## src/rtl/control_sequencer.sv

```systemverilog
// Hardwired control unit: a Moore FSM that fetches over T0-T2 and executes over
// T3-T5, emitting one-hot register load (Rin) and bus drive (Rout) strobes.
module control_sequencer (
  input  logic        clock,
  input  logic        clear,
  input  logic        run,
  input  logic [31:0] IR,
  output logic [31:0] Rin,
  output logic [31:0] Rout,
  output logic        IRin,
  output logic        MARin,
  output logic        RZout,
  output logic        RYin,
  output logic        RBin,
  output logic        PCjump,
  output logic        MDRread,
  output logic [15:0] ALUControl,
  output logic        halted
);

  typedef enum logic [2:0] {
    IDLE, T0, T1, T2, T3, T4, T5, HALT
  } state_e;

  localparam int unsigned Z_BIT   = 19;
  localparam int unsigned PC_BIT  = 20;
  localparam int unsigned MDR_BIT = 21;

  localparam logic [4:0]  OP_NEG  = 5'd6;
  localparam logic [4:0]  OP_NOT  = 5'd7;
  localparam logic [4:0]  OP_JR   = 5'd8;
  localparam logic [4:0]  OP_HALT = 5'd31;
  localparam logic [15:0] ALU_PC_INC = 16'd15;

  state_e      state_q, state_d;
  logic [16:0] ir_q;          // opcode/Ra/Rb/Rc only; IR[14:0] is never decoded
  logic        unused_ir;

  assign unused_ir = ^IR[14:0];

  logic [4:0] opcode;
  logic [3:0] ra, rb, rc;
  logic       is_three_op, is_two_op;
  state_e     boundary_state;

  assign opcode      = ir_q[16:12];
  assign ra          = ir_q[11:8];
  assign rb          = ir_q[7:4];
  assign rc          = ir_q[3:0];
  assign is_three_op = (opcode <= 5'd5);
  assign is_two_op   = (opcode == OP_NEG) || (opcode == OP_NOT);
  // run is only consulted here, so an instruction in flight always completes.
  assign boundary_state = run ? T0 : IDLE;

  // NOTE: sequential state uses non-blocking assignments so every register
  // samples pre-edge values; the IR latch is reset too so decode never sees X.
  always_ff @(posedge clock or posedge clear) begin
    if (clear) begin
      state_q <= IDLE;
      ir_q    <= '0;
    end else begin
      state_q <= state_d;
      if (state_q == T2) ir_q <= IR[31:15];
    end
  end

  // NOTE: every combinational output gets a default before the case so that
  // no path leaves a signal unassigned and infers a latch.
  always_comb begin
    state_d = state_q;
    case (state_q)
      IDLE: if (run) state_d = T0;
      T0:   state_d = T1;
      T1:   state_d = T2;
      T2:   state_d = T3;
      T3: begin
        if (is_three_op || is_two_op) state_d = T4;
        else if (opcode == OP_HALT)   state_d = HALT;
        else                          state_d = boundary_state;
      end
      T4:   state_d = is_three_op ? T5 : boundary_state;
      T5:   state_d = boundary_state;
      HALT: state_d = HALT;
      default: state_d = IDLE;
    endcase
  end

  always_comb begin
    Rin        = '0;
    Rout       = '0;
    IRin       = 1'b0;
    MARin      = 1'b0;
    RZout      = 1'b0;
    RYin       = 1'b0;
    RBin       = 1'b0;
    PCjump     = 1'b0;
    MDRread    = 1'b0;
    ALUControl = '0;
    halted     = 1'b0;
    case (state_q)
      T0: begin
        Rout[PC_BIT] = 1'b1;
        MARin        = 1'b1;
        Rin[Z_BIT]   = 1'b1;
        ALUControl   = ALU_PC_INC;
      end
      T1: begin
        Rout[Z_BIT]   = 1'b1;
        Rin[PC_BIT]   = 1'b1;
        Rin[MDR_BIT]  = 1'b1;
        MDRread       = 1'b1;
      end
      T2: begin
        Rout[MDR_BIT] = 1'b1;
        IRin          = 1'b1;
      end
      T3: begin
        if (is_three_op) begin
          Rout[rb] = 1'b1;
          RYin     = 1'b1;
        end else if (is_two_op) begin
          Rout[rb]   = 1'b1;
          Rin[Z_BIT] = 1'b1;
          ALUControl = {11'd0, opcode};
        end else if (opcode == OP_JR) begin
          Rout[rb]    = 1'b1;
          Rin[PC_BIT] = 1'b1;
          PCjump      = 1'b1;
        end
      end
      T4: begin
        if (is_three_op) begin
          Rout[rc]   = 1'b1;
          Rin[Z_BIT] = 1'b1;
          ALUControl = {11'd0, opcode};
        end else if (is_two_op) begin
          Rout[Z_BIT] = 1'b1;
          Rin[ra]     = 1'b1;
        end
      end
      T5: begin
        Rout[Z_BIT] = 1'b1;
        Rin[ra]     = 1'b1;
      end
      HALT: halted = 1'b1;
      default: ;
    endcase
  end

endmodule

```

## config.mk

```make
export PLATFORM = sky130hd
export DESIGN_NAME = control_sequencer
export DESIGN_NICKNAME = d
export VERILOG_FILES = /design/src/rtl/control_sequencer.sv
export SDC_FILE = /design/constraint.sdc
export NUM_CORES = 1
export LEC_CHECK = 0
export BUFFER_PORTS_ARGS = -buffer_cell sky130_fd_sc_hd__buf_2
export CAP_MARGIN = 20
export CORE_MARGIN = 2
export CORE_UTILIZATION = 47
export DETAILED_ROUTE_END_ITERATION = 10
export GPL_TIMING_DRIVEN = 0
export HOLD_SLACK_MARGIN = 0.08
export PLACE_DENSITY_LB_ADDON = 0.15
export SLEW_MARGIN = 20
export SYNTH_ARGS = -nofsm -noshare
export SYNTH_HDL_FRONTEND = slang
export SYNTH_SLANG_ARGS = --single-unit
```

## constraint.sdc

```tcl
create_clock -name clock -period 3.4 [get_ports clock]
set_clock_uncertainty 0.15 [all_clocks]
set_input_delay 0.34 -clock clock [delete_from_list [all_inputs] [get_ports clock]]
set_output_delay 0.34 -clock clock [all_outputs]
set_load 0.005 [all_outputs]
```

==> results of run 1 <==
-- routing by layer --
layer	track usage	vias up	routed length, µm	share of wire
li1	-	932	-	-
met1	0.266	808	2090	0.47
met2	0.285	66	2000	0.45
met3	0.0320	4	291	0.066
met4	0.0566	0	41	0.0093
met5	0	-	0	0
-- stage by stage --
stage / hold WS, ps / area [µm²] / setup slack [ps]
detailed placement: 343 / 2550 / 1310
global placement: 344 / 2550 / 1320
global route: 160 / 2600 / 873
finish: 165 / 2600 / 1020
CTS: 164 / 2600 / 1020
floorplan: 154 / 2150 / 1620
-- power by group --
group	total [µW]	internal, µW	switching [µW]	leakage (µW)
logic	1170	590	579	0.00113
registers	553	363	190	0.000236
clock network	146	78.7	67.5	0.0000216
total	1870	1030	837	0.00139
-- worst max-delay path, stage by stage (launching register included) --
cell                       delay [ps]
sky130_fd_sc_hd__dfrtp_1          490
sky130_fd_sc_hd__a211oi_4         480
sky130_fd_sc_hd__nand2_4          140
sky130_fd_sc_hd__o32ai_1          350
sky130_fd_sc_hd__buf_2            170
-- path summary, 6_finish.rpt --
check / start / to / slack [ps] / depth (start not counted)
max: ir_q[16] / Rout[14] / 1020 / 4
min: IR[27] / ir_q[12] / 170 / 2
max reg2reg: state_q[0] / ir_q[4] / 1700 / 5
min reg2reg: ir_q[9] / ir_q[9] / 450 / 1
max in group asynchronous: clear / ir_q[0] / 2060 / 3
min in group asynchronous: clear / ir_q[15] / 600 / 3
-- flip-flops by register name, indices dropped and copies added (netlist names) --
name	cells
ir_q	17
state_q	3
-- synth_stat cells, types with 3 or more instances --
| cell type | number | share of area |
|---|---|---|
| sky130_fd_sc_hd__a21o_1 | 4 | 0.015 |
| sky130_fd_sc_hd__and2_1 | 4 | 0.012 |
| sky130_fd_sc_hd__buf_2 | 3 | 0.0075 |
| sky130_fd_sc_hd__buf_4 | 44 | 0.16 |
| sky130_fd_sc_hd__dfrtp_1 | 20 | 0.25 |
| sky130_fd_sc_hd__inv_1 | 6 | 0.011 |
| sky130_fd_sc_hd__mux2_2 | 10 | 0.056 |
| sky130_fd_sc_hd__mux2_4 | 8 | 0.060 |
| sky130_fd_sc_hd__nand2_1 | 18 | 0.034 |
| sky130_fd_sc_hd__nand2b_1 | 10 | 0.031 |
| sky130_fd_sc_hd__nand3_1 | 4 | 0.010 |
| sky130_fd_sc_hd__nand4_1 | 7 | 0.022 |
| sky130_fd_sc_hd__nor2_1 | 12 | 0.022 |
| sky130_fd_sc_hd__nor2b_1 | 7 | 0.022 |
| sky130_fd_sc_hd__nor3_1 | 8 | 0.020 |
| sky130_fd_sc_hd__o22ai_1 | 9 | 0.028 |
| sky130_fd_sc_hd__o32ai_1 | 5 | 0.022 |
| sky130_fd_sc_hd__or2_2 | 3 | 0.0094 |
-- cell families (layout without fill, tap and decap cells) --
group,after synthesis,count (layout),share of synthesized area
compound gates,30,30,0.145
buf+inv,58,129,0.207
flops,20,20,0.250
mux,18,18,0.116
other cells,1,40,0.00187
simple gates,93,93,0.280
-- layout make-up --
cell class	count	area share
buffer	52	0.151
clock buffer	3	0.0159
inverter	6	0.00866
multi-input combinational	181	0.475
sequential	20	0.192
tap	50	0.0241
timing repair buffer	68	0.133
-- cells in the final DEF (no fill, tap or decap), types with 3 or more instances in the layout --
cell type,count
sky130_fd_sc_hd__buf_2,70
sky130_fd_sc_hd__buf_4,44
sky130_fd_sc_hd__conb_1,40
sky130_fd_sc_hd__dfrtp_1,20
sky130_fd_sc_hd__nand2_1,18
sky130_fd_sc_hd__nor2_1,12
sky130_fd_sc_hd__mux2_2,10
sky130_fd_sc_hd__nand2b_1,10
sky130_fd_sc_hd__o22ai_1,9
sky130_fd_sc_hd__mux2_4,8
sky130_fd_sc_hd__nor3_1,8
sky130_fd_sc_hd__nor2b_1,7
sky130_fd_sc_hd__nand4_1,7
sky130_fd_sc_hd__inv_1,6
sky130_fd_sc_hd__o32ai_1,5
sky130_fd_sc_hd__and2_1,4
sky130_fd_sc_hd__nand3_1,4
sky130_fd_sc_hd__a21o_1,4
sky130_fd_sc_hd__or2_2,3
sky130_fd_sc_hd__clkbuf_8,3
==> qor.yml, run 1 <==
sta:
  timing.final.max_slew_violations: 0
  post-route-min-period_ps: 2380
  finalHoldViolCount: 0
  grt_setup_unrepaired: "false"
  setup-tns-final_ps: 0
  finalSetupViolCount: 0
  maximum_frequency_from_static_timing_analysis_mhz: 420
  timing.slew.headroom: 0.527
  worst_pin_slew_ps: 709
  final.period_utilization: 0.701
placement:
  placedCellCount: 376
  count_of_port_buffers_added_during_placement: 67
  gp_congestion: 0.856
  detailed_place_hpwl_um: 3630
critical_path:
  largest_fanout_of_any_net_on_the_critical_path: 9
  critical_path_class: "register to output pin"
  worst_ep_required_time_ps: 2910
  type_of_element_capturing_the_critical_path: "output pin"
  worst-endpoint-arrival_ps: 1890
  start_kind: "register"
logic_synthesis:
  post_synth_inst_count: 220
  number_of_register_bits_inferred_by_synthesis: 20
  syn_area_um2: 2000
  synth_top_flop_cell: "sky130_fd_sc_hd__dfrtp_1"
  synth_cell_types: 49
  synth.yosys.warnings: 0
  synth-async-reset-ratio: 1.00
  edff_count_synth: 0
  synthesized_area_divided_by_synthesized_cell_count_um2: 9.11
  ys_seq_area_frac: 0.250
grt:
  via_count_of_the_first_global_routing_pass: 1629
  global_route.usage.total: 0.186
  grt.overflow.total: 0
  wire_length_of_the_first_global_routing_pass_um: 7510
  antenna_violations_before_repair: 0
  maximum_number_of_pins_on_one_net_before_global_route_repair: 21
pwr:
  p_leak_uw: 0.00139
  power.total_uw: 1870
  ir_worst_vdd_v: 0.000558
  cellPowerDensity_nw_per_um2: 718
route:
  drc_viols: 0
  final_antenna_net_count: 0
  route.detailed.vias_per_inst: 4.76
  wl_per_cell_um: 11.6
  postRouteWirelength_um: 4420
  drt_iter0_drc: 52
  route.vias.total: 1810
  drt_first_pass_iters: 4
cells_and_area:
  multiInputGateArea_um2: 1240
  area_growth_syn_to_layout_pct: 29.7
  seqCellArea_um2: 500
  final_layout_fill_cell_count: 366
  layout.core_utilization: 0.641
  diodes: 0
  net_total_in_the_final_layout: 367
  stdcell_count: 380
  post_route_cells_drive_above_1_share: 0.470
min_path:
  min-delay-path-class: "input port to register"
clock_network:
  cts_max_path_buffers: 2
  clock-root-buffer: "sky130_fd_sc_hd__clkbuf_8"
  cts-buffers-inserted: 3
  clk_transition_reported_paths_ps: 60
  post_cts.resized_instances: 0
  cts.hold.buffers_added: 1
  tritoncts: "built"
  post_cts_repair_setup_buffers: 0
  clk-insertion-delay-late_ps: 250
  clock_sink_count: 20
  clock_tree.htree_level_count: 1
floorplan:
  die_width_um: 69.3
  core_um2: 4060
  die_height_um: 69.3
  core.rowCount: 23
  initial_util: 0.494
  die_area_um2: 4800
  io-pin-count: 123
status:
  run_status: "finished clean"
run:
  cap_viol_max_count: 0
(Power assumes the default switching activity.)
==> run 2, diff against run 1 <==
--- a/config.mk
+++ b/config.mk
@@ -5,10 +5,11 @@
 export SDC_FILE = /design/constraint.sdc
 export NUM_CORES = 1
 export LEC_CHECK = 0
+export ABC_AREA = 1
 export BUFFER_PORTS_ARGS = -buffer_cell sky130_fd_sc_hd__buf_2
 export CAP_MARGIN = 20
 export CORE_MARGIN = 2
-export CORE_UTILIZATION = 47
+export CORE_UTILIZATION = 41
 export DETAILED_ROUTE_END_ITERATION = 10
 export GPL_TIMING_DRIVEN = 0
 export HOLD_SLACK_MARGIN = 0.08
==> constraint.sdc (replaced) <==
create_clock -name clock -period 2.2 [get_ports clock]
set_clock_uncertainty 0.15 [all_clocks]
set_input_delay 0.22 -clock clock [delete_from_list [all_inputs] [get_ports clock]]
set_output_delay 0.22 -clock clock [all_outputs]
set_load 0.005 [all_outputs]
==> run 2 against run 1 <==
Net effect: total power grew 21%; utilization decreased by 1.0 points; synthesized cell count is 20% higher; final cell count rose by 16%; sequential share of layout area increased by 0.59 points; first-iteration DRC count rose by 13%.
==> qor.yml, run 2 <==
logic_synthesis:
  synth_top_flop_cell: "sky130_fd_sc_hd__dfrtp_1"
  yosysTopAreaCell: "sky130_fd_sc_hd__dfrtp_1"
  post_synth_fa_ha_maj_area_fraction: 0
  number_of_register_bits_inferred_by_synthesis: 20
  synth_area_leaders: "sky130_fd_sc_hd__dfrtp_1, sky130_fd_sc_hd__buf_4, sky130_fd_sc_hd__nand2_1"
  yosys.area_share.simple: 0.318
  synth_compound_gate_area_share: 0.115
  synth-async-reset-ratio: 1.00
  ys_seq_area_frac: 0.293
  edff_count_synth: 0
  synth_mux_area_frac: 0
  synthesized_area_divided_by_synthesized_cell_count_um2: 6.50
  synth_xor_area_frac: 0
  yosysMostFrequentCell: "sky130_fd_sc_hd__nand2_1"
  syn_area_um2: 1710
  synth_cell_types: 23
  post_synth_inst_count: 263
  synth.cells.most_frequent: "sky130_fd_sc_hd__nand2_1, sky130_fd_sc_hd__buf_4, sky130_fd_sc_hd__nor2_1"
  synth.yosys.warnings: 0
  main_combinational_cell_family_by_area_after_synthesis: "simple AND/OR/NAND/NOR gates"
  synth_top_area_frac: 0.293
clock_network:
  clock_tree.htree_level_count: 1
  clock-root-buffer: "sky130_fd_sc_hd__clkbuf_8"
  cts-buffers-inserted: 3
  clk_transition_reported_paths_ps: 80
  cts_max_path_buffers: 2
  clk-insertion-delay-late_ps: 260
  clock_sink_count: 20
  post_cts_repair_setup_buffers: 0
  tritoncts: "built"
sta:
  worst_pin_slew_ps: 787
  timing.final.max_slew_violations: 0
  post-route-min-period_ps: 2090
  finalSetupViolCount: 0
  finalHoldViolCount: 0
  setup-tns-final_ps: 0
  timing.slew.headroom: 0.475
  final.period_utilization: 0.951
  maximum_frequency_from_static_timing_analysis_mhz: 478
cells_and_area:
  reg_top3: "ir_q: 17 flops, state_q: 3 flops"
  largest_register_ffs: 17
  layout_commonest_cell: "sky130_fd_sc_hd__buf_2"
  area_growth_syn_to_layout_pct: 47.5
  largest-register: "ir_q"
  post_route_cells_drive_above_1_share: 0.345
  diodes: 0
  layout_common_cells: "sky130_fd_sc_hd__buf_2, sky130_fd_sc_hd__nand2_1, sky130_fd_sc_hd__buf_4"
  final_layout_fill_cell_count: 382
  layout.core_utilization: 0.631
  net_total_in_the_final_layout: 427
floorplan:
  core_um2: 4000
  die_width_um: 68.6
  die_area_um2: 4700
  core.rowCount: 23
  initial_util: 0.428
  die_height_um: 68.6
  io-pin-count: 123
grt:
  globalRouteMet2Util: 0.370
  groute.layer.met1.usage: 0.238
  globalRoute.busiestLayer: "met2"
  antenna_violations_before_repair: 0
  grt.overflow.total: 0
  wire_length_of_the_first_global_routing_pass_um: 7120
  via_count_of_the_first_global_routing_pass: 1683
  global_route.usage.total: 0.198
  use_met3: 0.0260
  maximum_number_of_pins_on_one_net_before_global_route_repair: 21
pwr:
  ir_worst_vdd_v: 0.000511
  cellPowerDensity_nw_per_um2: 897
  power.total_uw: 2260
  p_leak_uw: 0.00145
placement:
  count_of_port_buffers_added_during_placement: 67
  gp_congestion: 0.850
  detailed_place_hpwl_um: 3630
critical_path:
  worst_ep_required_time_ps: 1830
  critical_path_class: "register to output pin"
  worst-endpoint-arrival_ps: 1720
  type_of_element_capturing_the_critical_path: "output pin"
  largest_fanout_of_any_net_on_the_critical_path: 7
  start_kind: "register"
route:
  drt_iter0_drc: 59
  drt_first_pass_iters: 4
  route.detailed.vias_per_inst: 4.33
  route.vias.total: 1910
  final_antenna_net_count: 0
  drc_viols: 0
  wl_per_cell_um: 10.6
  postRouteWirelength_um: 4680
run:
  cap_viol_max_count: 0
status:
  run_status: "finished clean"
min_path:
  min-delay-path-class: "input port to register"
-- run 2: changes by cell type in the layout (fill, tap and decap cells not counted), sizes merged, moves of 4 or more --
cell	before	now
nand2	20	54
o21ai	1	32
inv	6	32
nor2	12	36
nand3	4	25
mux2	18	0
dlygate4sd3	1	18
nand2b	10	0
nor2b	8	0
o22ai	9	2
o32ai	5	0
a21o	4	0
and2	4	0
nor4	4	0
-- run 2: cells by family (layout without fill, tap and decap cells) --
family                 after synthesis  count (layout)
AND/OR/NAND/NOR                    126             126
AO/OA/AOI/OAI                       37              37
other                                1              40
buffers and inverters               79             168
flip-flops                          20              20
-- run 2: layout make-up --
cell class                 count  area (µm²)  share of cell area
timing repair buffer          85         515               0.204
multi-input combinational    203         923               0.366
sequential                    20         500               0.198
tap                           50        62.6              0.0248
buffer                        47         345               0.137
inverter                      32         120              0.0476
clock buffer                   4        55.1              0.0218
-- run 2: power breakdown --
part | leakage [µW] | switching, µW | internal (µW)
combinational | 0.00117 | 761 | 456
clock | 0.0000288 | 131 | 159
sequential | 0.000246 | 204 | 550
-- run 2: worst paths after layout --
| path | slack [ps] | endpoint | depth (start not counted) | from |
|---|---|---|---|---|
| setup / recovery | 110 | Rout[2] | 5 | state_q[2] |
| hold / removal | 160 | state_q[0] | 5 | run |
| setup reg to reg | 660 | ir_q[2] | 5 | state_q[0] |
| hold reg to reg | 410 | ir_q[13] | 2 | ir_q[13] |
| max in group asynchronous | 900 | ir_q[6] | 3 | clear |
| min in group asynchronous | 510 | ir_q[13] | 3 | clear |
-- run 2: repair_timing --
item,4_1_cts,5_1_grt
hold endpoints to repair,37,0
setup endpoints to repair,0,27
hold buffers,18,0
resized for setup,0,11
-- run 2: critical path, stage by stage, from the launching register on --
cell                      delay [ps]
sky130_fd_sc_hd__dfrtp_1         510
sky130_fd_sc_hd__nand2_2         140
sky130_fd_sc_hd__nor2_4          220
sky130_fd_sc_hd__nand3_1         180
sky130_fd_sc_hd__o21ai_0         260
sky130_fd_sc_hd__buf_2           160
-- run 2: per-layer routing --
layer	part of all wire	wire, µm	up-vias
met5	0	0	-
met4	0.0073	34	0
met3	0.058	269	5
met2	0.51	2410	63
met1	0.42	1970	835
li1	-	-	1007
-- run 2: through the flow --
stage	instances	instance area [µm²]	hold WS, ps	setup WS, ps
finish	441	2520	160	107
global route	441	2520	174	-18.4
CTS	441	2490	165	56.3
detailed placement	419	2250	261	354
global placement	419	2250	244	368
floorplan	302	1860	33.8	630
==> run 3, diff against run 2 <==
--- a/config.mk
+++ b/config.mk
@@ -9,7 +9,7 @@
 export BUFFER_PORTS_ARGS = -buffer_cell sky130_fd_sc_hd__buf_2
 export CAP_MARGIN = 20
 export CORE_MARGIN = 2
-export CORE_UTILIZATION = 41
+export CORE_UTILIZATION = 37
 export DETAILED_ROUTE_END_ITERATION = 10
 export GPL_TIMING_DRIVEN = 0
 export HOLD_SLACK_MARGIN = 0.08
==> constraint.sdc (replaced) <==
create_clock -name clock -period 1.9 [get_ports clock]
set_clock_uncertainty 0.15 [all_clocks]
set_input_delay 0.19 -clock clock [delete_from_list [all_inputs] [get_ports clock]]
set_output_delay 0.19 -clock clock [all_outputs]
set_load 0.005 [all_outputs]
==> run 3 against run 2 <==
Net effect: the run now ends with negative setup slack left; first-iteration DRC count decreased by 12%; utilization decreased by 0.22 points; routed wire length up 8.7%; critical endpoint is now Rout[8]; largest cell class unchanged.
==> qor.yml, run 3 (synthesized netlist as in run 2, its figures left out) <==
sta:
  finalSetupViolCount: 28
  whs_ps: 141
  setup-tns-final_ps: -800
  timing.slew.headroom: 0.484
  maximum_frequency_from_static_timing_analysis_mhz: 506
  finalHoldViolCount: 0
  setup_slack_ps: -76.7
  grt_setup_unrepaired: "true"
  worst_pin_slew_ps: 773
  post-route-min-period_ps: 1980
  timing.final.max_slew_violations: 0
  final.period_utilization: 1.04
cells_and_area:
  largest_register_ffs: 17
  net_total_in_the_final_layout: 440
  layout_common_cells: "sky130_fd_sc_hd__buf_2, sky130_fd_sc_hd__buf_4, sky130_fd_sc_hd__nand2_1"
  area_growth_syn_to_layout_pct: 62.2
  diodes: 0
  layout_commonest_cell: "sky130_fd_sc_hd__buf_2"
  reg_top3: "ir_q: 17 flops, state_q: 3 flops"
  post_route_cells_drive_above_1_share: 0.423
  largest-register: "ir_q"
  final_design_area_no_fill_um2: 2770
clock_network:
  clock_sink_count: 20
  clock_tree.htree_level_count: 1
  cts-buffers-inserted: 3
  clock-root-buffer: "sky130_fd_sc_hd__clkbuf_8"
  clk-insertion-delay-late_ps: 250
  cts_max_path_buffers: 2
  clk_transition_reported_paths_ps: 80
  tritoncts: "built"
route:
  wl_per_cell_um: 11.1
  route.vias.total: 2028
  drt_iter0_drc: 52
  final_antenna_net_count: 0
  drc_viols: 0
  postRouteWirelength_um: 5080
  route.detailed.vias_per_inst: 4.45
  drt_first_pass_iters: 4
critical_path:
  worst_ep_required_time_ps: 1560
  largest_fanout_of_any_net_on_the_critical_path: 5
  type_of_element_capturing_the_critical_path: "output pin"
  worst-endpoint-arrival_ps: 1640
  start_kind: "register"
  critical_path_class: "register to output pin"
  number_of_cell_instances_on_the_worst_register_to_register_path: 7
grt:
  wire_length_of_the_first_global_routing_pass_um: 7530
  maximum_number_of_pins_on_one_net_before_global_route_repair: 21
  grt.overflow.total: 0
  global_route.usage.total: 0.179
  antenna_violations_before_repair: 0
  via_count_of_the_first_global_routing_pass: 1689
floorplan:
  io-pin-count: 123
  core.rowCount: 24
  initial_util: 0.387
  die_width_um: 72.0
  die_height_um: 72.0
  core_um2: 4410
  die_area_um2: 5180
placement:
  gp_congestion: 0.891
  detailed_place_hpwl_um: 3630
  count_of_port_buffers_added_during_placement: 67
  dpl_cell_area_um2: 2260
min_path:
  min_delay_path_depth: 5
  min-delay-path-class: "input port to register"
pwr:
  p_leak_uw: 0.00153
  cellPowerDensity_nw_per_um2: 1090
  ir_worst_vdd_v: 0.000759
run:
  cap_viol_max_count: 0
status:
  run_status: "complete, but fails checks"
  failing_checks: "negative setup slack"
run 3: changes by cell type in the layout (fill, tap and decap cells not counted), moves of 3 or more:
cell	delta
sky130_fd_sc_hd__buf_4	+13
sky130_fd_sc_hd__nor2_1	-7
sky130_fd_sc_hd__o21ai_0	-7
sky130_fd_sc_hd__o21ai_1	+7
sky130_fd_sc_hd__nand3_1	-6
sky130_fd_sc_hd__nor2_4	+6
sky130_fd_sc_hd__nand2_1	-4
sky130_fd_sc_hd__nand2_4	+3
sky130_fd_sc_hd__nand3_2	+3
sky130_fd_sc_hd__nand3_4	+3
run 3: area by class of cell:
class / instances / area, µm²
buffer: 47 / 352
sequential: 20 / 503
clock buffer: 4 / 55.1
fill: 415 / 1640
timing repair buffer: 98 / 613
inverter: 32 / 120
tap: 52 / 65.1
multi-input combinational: 203 / 1070
run 3: worst paths after layout:
kind / start / to / slack (ps)
setup / recovery: ir_q[15] / Rout[8] / -80
hold / removal: run / state_q[0] / 140
setup reg to reg: state_q[1] / ir_q[5] / 370
hold reg to reg: ir_q[13] / ir_q[13] / 420
max in group asynchronous: clear / state_q[0] / 610
min in group asynchronous: clear / ir_q[14] / 460
run 3: power breakdown:
group	internal (µW)	total, µW	switching [µW]
combinational	722	1780	1060
clock	184	326	142
sequential	642	903	261
run 3: per-stage QoR:
step	total power (µW)	instances	setup WS (ps)	utilization
final	3010	456	-76.7	0.628
after CTS	2740	448	-25.1	0.593
after detailed placement	2190	421	66.4	0.511
after global placement	2160	421	96.4	0.511
after global routing	3290	456	-172	0.628
after floorplan	1760	302	360	-
run 3: timing repair:
item | CTS | global route
gates resized for setup | 28 | 29
hold buffers | 18 | 0
pin swaps | 7 | 7
setup endpoints to repair | 37 | 39
setup buffers | 5 | 8
hold endpoints to repair | 37 | 0
run 3: layer usage:
metal | wire [µm] | GRT usage | up-vias
li1 | - | - | 1039
met1 | 2020 | 0.219 | 907
met2 | 2690 | 0.341 | 80
met3 | 360 | 0.0250 | 2
met4 | 14 | 0.0252 | 0
met5 | 0 | 0 | -
run 3: worst max-delay path, cell delays in order, from the launching register on:
cell	delay (ps)
sky130_fd_sc_hd__dfrtp_1	420
sky130_fd_sc_hd__buf_4	150
sky130_fd_sc_hd__nand4_1	140
sky130_fd_sc_hd__nand2_2	170
sky130_fd_sc_hd__nand2_1	130
sky130_fd_sc_hd__o21ai_0	210
sky130_fd_sc_hd__buf_2	150
